==> src/rtl/if_fetch_gen.sv <==
// rtl/if_fetch_gen.sv - fetch-group PC generator with delay-slot FSM, request cap and epoch tag
module if_fetch_gen #(
  parameter int ADDR_W = 32,
  parameter int FETCH_WORDS = 4,
  parameter int MAX_OUTSTANDING = 2,
  parameter logic [ADDR_W-1:0] RESET_VECTOR = ADDR_W'(32'hBFC0_0000)
) (
  input  logic                   clk,
  input  logic                   rst_,
  input  logic                   bp_if_en,
  input  logic [ADDR_W-1:0]      bp_if_target,
  input  logic                   bp_if_delot_en,
  input  logic [ADDR_W-1:0]      bp_if_delot_pc,
  input  logic                   ex_bp_error,
  input  logic [ADDR_W-1:0]      ex_new_target,
  input  logic                   exc_flush_all,
  input  logic [ADDR_W-1:0]      cp0_if_excaddr,
  output logic                   if_req_valid,
  input  logic                   if_req_ready,
  output logic [ADDR_W-1:0]      if_req_pc,
  output logic [FETCH_WORDS-1:0] if_req_mask,
  output logic                   if_req_delot,
  output logic                   if_req_epoch,
  input  logic                   icache_resp_valid,
  output logic [2:0]             if_outstanding
);

  typedef enum logic {SEQ = 1'b0, DSLOT = 1'b1} state_t;

  // Byte offset bits inside one aligned fetch group.
  localparam logic [ADDR_W-1:0] GRP_MASK  = ADDR_W'(FETCH_WORDS * 4 - 1);
  localparam logic [ADDR_W-1:0] GRP_BYTES = ADDR_W'(FETCH_WORDS * 4);

  state_t            state, state_nxt;
  logic [ADDR_W-1:0] pc, pc_nxt;
  logic [ADDR_W-1:0] tgt, tgt_nxt;
  logic              epoch, epoch_nxt;
  logic [2:0]        cnt, cnt_nxt;
  logic [ADDR_W-1:0] base;
  logic [ADDR_W-1:0] lane;
  logic              accept;
  logic              resp_dec;
  logic              redirect;
  logic [ADDR_W-1:0] redirect_pc;

  assign base         = pc & ~GRP_MASK;
  assign lane         = (pc & GRP_MASK) >> 2;
  assign if_req_valid = (cnt != 3'(MAX_OUTSTANDING));
  assign accept       = if_req_valid && if_req_ready;
  // A response with nothing in flight is spurious and must not underflow the count.
  assign resp_dec     = icache_resp_valid && (cnt != 3'd0);
  assign redirect     = exc_flush_all || ex_bp_error;
  assign redirect_pc  = exc_flush_all ? {cp0_if_excaddr[ADDR_W-1:2], 2'b00}
                                      : {ex_new_target[ADDR_W-1:2], 2'b00};

  assign if_req_pc      = pc;
  assign if_req_delot   = (state == DSLOT);
  assign if_req_epoch   = epoch;
  assign if_outstanding = cnt;

  // Lane mask: tail of the group from the entry lane, or the single delay-slot lane.
  always_comb begin
    if_req_mask = '0;
    for (int i = 0; i < FETCH_WORDS; i++) begin
      if (state == DSLOT) if_req_mask[i] = (lane == ADDR_W'(i));
      else                if_req_mask[i] = (lane <= ADDR_W'(i));
    end
  end

  // State, PC, latched target, epoch and in-flight count registers.
  always_ff @(posedge clk) begin
    if (rst_) begin
      state <= SEQ;
      pc    <= RESET_VECTOR;
      tgt   <= '0;
      epoch <= 1'b0;
      cnt   <= 3'd0;
    end else begin
      state <= state_nxt;
      pc    <= pc_nxt;
      tgt   <= tgt_nxt;
      epoch <= epoch_nxt;
      cnt   <= cnt_nxt;
    end
  end

  // Next state: redirects win over everything; otherwise advance only on accept.
  always_comb begin
    state_nxt = state;
    pc_nxt    = pc;
    tgt_nxt   = tgt;
    epoch_nxt = epoch;
    cnt_nxt   = cnt + {2'b00, accept} - {2'b00, resp_dec};
    if (redirect) begin
      pc_nxt    = redirect_pc;
      state_nxt = SEQ;
      tgt_nxt   = '0;
      epoch_nxt = ~epoch;
    end else if (accept) begin
      case (state)
        SEQ: begin
          if (bp_if_en && bp_if_delot_en) begin
            pc_nxt    = bp_if_delot_pc;
            tgt_nxt   = bp_if_target;
            state_nxt = DSLOT;
          end else if (bp_if_en) begin
            pc_nxt = bp_if_target;
          end else begin
            pc_nxt = base + GRP_BYTES;
          end
        end
        DSLOT: begin
          pc_nxt    = tgt;
          tgt_nxt   = '0;
          state_nxt = SEQ;
        end
        default: state_nxt = SEQ;
      endcase
    end
  end

endmodule

==> config.mk <==
export PLATFORM = sky130hd
export DESIGN_NAME = if_fetch_gen
export DESIGN_NICKNAME = d
export VERILOG_FILES = /design/src/rtl/if_fetch_gen.sv
export SDC_FILE = /design/constraint.sdc
export NUM_CORES = 1
export LEC_CHECK = 0
export CORE_ASPECT_RATIO = 0.6
export CORE_MARGIN = 5
export CORE_UTILIZATION = 49
export CTS_BUF_LIST = sky130_fd_sc_hd__clkbuf_2 sky130_fd_sc_hd__clkbuf_4 sky130_fd_sc_hd__clkbuf_8
export DETAILED_ROUTE_END_ITERATION = 10
export PLACE_DENSITY = 0.89
export SLEW_MARGIN = 20
export SYNTH_ARGS = -nofsm -noshare
export SYNTH_HDL_FRONTEND = slang
export SYNTH_SLANG_ARGS = --single-unit
==> constraint.sdc <==
create_clock -name clk -period 6.6 [get_ports clk]
set_input_delay 0.99 -clock clk [delete_from_list [all_inputs] [get_ports clk]]
set_output_delay 0.99 -clock clk [all_outputs]
set_load 0.01 [all_outputs]
* Word level (Yosys, flattened, before mapping) *
Cells that the tools add are included.

storage, ports and cells
  register bits = 69
  word-level logic and storage cells = 42

cells by class
  add/subtract/negate cells = 3
  magnitude comparators = 4
  equality and inequality tests = 5
  multiplexer cells = 14
  bitwise gates (word level) = 2
  reductions and logical operators = 9

operators with widths
  cell                                                            number
  two-way mux 32 bit                                              6
  one-hot mux 32 bit (2 select lines)                             2
  adder 32 x 5 -> 32 bit, second input constant                   1
  zero test 32 bit                                                1
  two-way mux 1 bit                                               5
  == test 2 bit, second input constant                            2
  less-or-equal comparator 2 x 1 -> 1 bit, second input constant  2
  less-or-equal comparator 2 bit, second input constant           2
  adder 3 x 1 -> 3 bit                                            1
  logical AND 1 bit                                               3
  != test 3 x 2 -> 1 bit, second input constant                   1
  nonzero test 3 bit                                              1
  subtractor 3 x 1 -> 3 bit                                       1
  == test 2 x 1 -> 1 bit, second input constant                   1
  != test 2 bit, second input constant                            1
  NOT 1 bit                                                       2
  one-hot mux 1 bit (2 select lines)                              1
  AND reduction 2 bit                                             1
  nonzero test 2 bit                                              1
  OR reduction 2 bit                                              1
  logical OR 1 bit                                                1

* Longest topological paths before layout *
  word-level depth = 6
  gate-level depth with buffers = 11
  gate-level depth less buffers = 11

* Worst setup path before layout *
Ideal clock, no wire load.

  kind = input-to-reg
  from = in if_req_ready
  to = reg cnt[2] (netlist: if_outstanding[2])
  arrival time = 2.386 ns
  required time = 6.472 ns
  slack = 4.086 ns
  stages = 9
  buffers on the path = 0
  path through = and2_4 -> inv_2 -> ha_1 -> inv_1 -> ha_1 -> fa_1 -> xnor2_1 -> xnor2_1 -> nor2_1

between the ends
  word-level cells in the longest chain between the ends = 3

RTL lines
  element                    line  text
  start: declaration         19    input logic if_req_ready,
  logical AND 1 bit          49    assign accept = if_req_valid && if_req_ready;
  adder 3 x 1 -> 3 bit       93    cnt_nxt = cnt + {2'b00, accept} - {2'b00, resp_dec};
  subtractor 3 x 1 -> 3 bit  93
  end signal: assignment     83    cnt <= cnt_nxt;
  end: declaration           38    logic [2:0] cnt, cnt_nxt;

Every way passes these cells.
A chain may end at the register's enable or synchronous reset.

* Worst setup path after layout *
  from = in bp_if_en
  to = reg tgt[5]

between the ends
  word-level cells in the longest chain between the ends = 3

RTL lines
  element                        line  text
  start: declaration             10    input logic bp_if_en,
  logical AND 1 bit              102   if (bp_if_en && bp_if_delot_en) begin
  != test 2 bit (no line)        -
  AND reduction 2 bit (no line)  -
  end signal: assignment         81    tgt <= tgt_nxt;
  end: declaration               36    logic [ADDR_W-1:0] tgt, tgt_nxt;

Every way passes these cells.

==> summary.txt <==
R2r setup slk - 3.70 ns
RePlAce Congestion - 0.9651
Max cap viols - 0
Post-synth EDFFs - 0
Mapped Avg Cell Area - 7.960 sq um
Leakage - 2.335 nW
Final setup fails - 0
Drt drc - 0
Worst flop-to-flop path endpoint - tgt[5]
Seq/Total Area, Yosys - 30.34%
Min-delay worst type - reg -> reg
CP Capture Type - flip-flop
Cell Pwr Density - 207.5 nW/um^2
TritonCTS clock tree - built
RSZ-0062 raised after global routing - no
Num ports - 178
Critical-path top delay cell - clkdlybuf4s50_1
Slew margin rel. - 24.99%
Vias post-DR - 5611
Tmin final - 3.882 ns
Post-synthesis cell area - 4553 sq um
Hold Crit Start - if_req_pc[0]
Critical path class - in -> reg
Cell taking the most area after synthesis - dfxtp_1
Top cell family by delay on the critical path - buffers and inverters
Drt wl/cell - 22.29 microns
Die area - 11380 sq um
Cts hold-fix bufs - 0
CP arrival - 4.11 ns
Antenna cell count - 0
Initial Util - 49.92%
Post-CTS resize count - 0
Total Nets Final - 860
Layout cells sized above 1 - 7.448%
Number of fill cells - 683
Fin crit share - 58.82%
Die X - 134.4 microns
Outcome - finished clean
Setup WS pre-CTS - 2.492 ns
Via density - 6.672
Reg2reg start - if_req_delot
Antenna viol nets, final - 0
Slew Viols, Final - 0
Worst EP required - 6.83 ns
Clk buf depth - 2
IO Port Bufs - 173
Hold Worst Slack - 0.5097 ns
Clk_lat worst skew - 0.36 ns
Clock-pin slew on the worst setup and hold paths - 0.08 ns
Initial antenna violation count - 0
Synth top area share - 30.34%
Fraction of registers with async set/reset - 0%
Core area - 9121 sq um
Detailed Place HPWL - 13.17 mm
Clock sinks - 69
Mapped Nets - 712
Prevailing post-synth register cell - dfxtp_1
Post-route setup slack - 2.718 ns
Worst path bufs/invs - 3
Max frequency - 0.2576 GHz
DR pass1 iterations - 6
Clock root buffer - clkbuf_8
Largest net degree at the start of global routing - 50
YS warnings - 0
Area contributors post-synth - dfxtp_1, a22oi_1, nor2_1
CP max stage delay - 0.97 ns
Total Wirelength - 18.75 mm
All-Layer GR Usage - 31.79%
Cell Chain, Critical Path - clkdlybuf4s50_1, inv_1, o21ai_0, nand2_1, buf_4, a22oi_1, nor2_1
Total CTS buffers - 9
Netlist cell types - 76
P&R area growth vs syn - 43.31%
Yosys reg bits - 69
Finished Cell Area - 6525 sq um
Total gr overflow - 0
WHS Path Cells - 2
Setup TNS - 0 ns
R2R depth - 6
Hold endpoint - if_req_pc[0]
Worst vdd ir - 0.1133 mV
Placed instance area - 6277 sq um
Post-CTS setup buffers - 0
Startpoint Class - input pin
Clock H-tree levels - 3
Clk_skew - 0.008961 ns
Worst-path fanout max - 30
Drt initial violations - 733
First-pass GRT wire length - 28.95 mm
Tightest Pin Transition - 1.121 ns
Die H - 84.67 microns
Final hold vios - 0
Cells after synthesis - 572
# rows - 27
Vias in the first global route - 5675
[routing by layer]
layer  global-route usage, %  part of all wire, %  vias to the layer above
met2                   49.41                   43                      496
met3                   10.96                   16                       65
met1                   41.32                   38                     2582
met4                   10.81                  2.9                        0
li1                        -                    -                     2468
met5                       0                    0                        -
[power by group]
| part | total [W] | switching [W] | internal, W | leakage, nW |
|---|---|---|---|---|
| sequential | 0.000490 | 0.0000449 | 0.000445 | 0.566 |
| clock | 0.000437 | 0.000177 | 0.000261 | 0.119 |
| combinational | 0.000427 | 0.000207 | 0.000220 | 1.65 |
| total | 0.00135 | 0.000428 | 0.000926 | 2.34 |
[cells by family after synthesis]
family | count (synthesis) | synth area share (%)
AO/OA/AOI/OAI | 202 | 32.59
AND/OR/NAND/NOR | 200 | 22.51
flip-flops | 69 | 30.34
buffers and inverters | 64 | 6.238
multiplexers | 17 | 3.985
XOR/XNOR | 16 | 3.078
adder cells (fa/ha/maj) | 4 | 1.264
[layout by cell type, fill, tap and decap left out, types with 4 or more instances in the layout]
cell type,count
clkbuf_8,10
a22oi_1,44
nand4_1,12
nand3_1,12
a21oi_1,32
xnor2_1,14
a31oi_1,8
nor2_1,70
nor2b_1,4
buf_4,8
o211ai_1,8
inv_1,16
and3_1,4
o221ai_1,10
a221oi_1,15
nand2b_1,13
o21a_1,7
nor4_1,4
nand2_1,40
mux2i_1,8
a221o_1,4
dfxtp_1,68
o21ai_0,16
mux2_2,8
clkdlybuf4s50_1,172
nor3_1,13
a211oi_1,12
a211o_1,4
and2_1,4
a2bb2oi_1,4
[worst max path at each step]
stage | cells after the start | slack, ns | from | to
floorplan | 9 | 4.09 | if_req_ready | if_outstanding[2]
global placement | 7 | 2.61 | bp_if_en | tgt[4]
detailed placement | 7 | 2.49 | bp_if_en | tgt[17]
CTS | 7 | 2.84 | bp_if_en | tgt[5]
global route | 6 | 2.65 | bp_if_en | tgt[28]
finish | 7 | 2.72 | bp_if_en | tgt[5]
[cell usage after synthesis (4+ instances only)]
cell type / count
xnor2_1: 14
nand2_1: 40
a31oi_1: 8
nor3_1: 13
o21a_1: 7
nand3_1: 12
a221oi_1: 15
a211o_1: 4
inv_1: 16
o21ai_0: 16
nor2b_1: 4
nor4_1: 4
clkbuf_1: 27
and2_1: 4
nand4_1: 12
a21oi_1: 32
a211oi_1: 12
nand2b_1: 13
mux2i_1: 8
and3_1: 4
o221ai_1: 10
dfxtp_1: 69
a221o_1: 4
mux2_2: 8
buf_2: 11
nor2_1: 70
a2bb2oi_1: 4
o211ai_1: 8
a22oi_1: 44
[stage by stage]
stage	std cells	total power (W)	util (%)
global placement	825	0.0009004	68.82
finish	841	0.001354	71.54
CTS	841	0.001343	71.54
floorplan	572	0.0007026	-
detailed placement	825	0.0009122	68.82
global route	841	0.001408	71.54
[worst register-to-register path, cell delays in order (launching register included)]
cell and delay [ns]:
dfxtp_2 0.32, buf_4 0.31, and3b_1 0.86, and3_1 0.66, buf_4 0.40, a22oi_1 0.13, nor2_1 0.14
[registers in the layout, indices dropped and copies added (netlist names)]
register,flops
if_req_epoch,1
tgt,32
if_req_delot,1
if_req_pc,32
if_outstanding,3
[area by class of cell]
type                       instances  area (sq um)  share of cell area, %
multi-input combinational        439          2888                  44.26
timing repair buffer             181          1787                  27.38
sequential                        69          1383                  21.19
tap                              116         145.1                  2.224
clock buffer                      10         137.6                  2.109
clock inverter                     6         110.1                  1.687
inverter                          20         75.07                  1.151
Note: power is estimated with default switching activity, not from simulation.
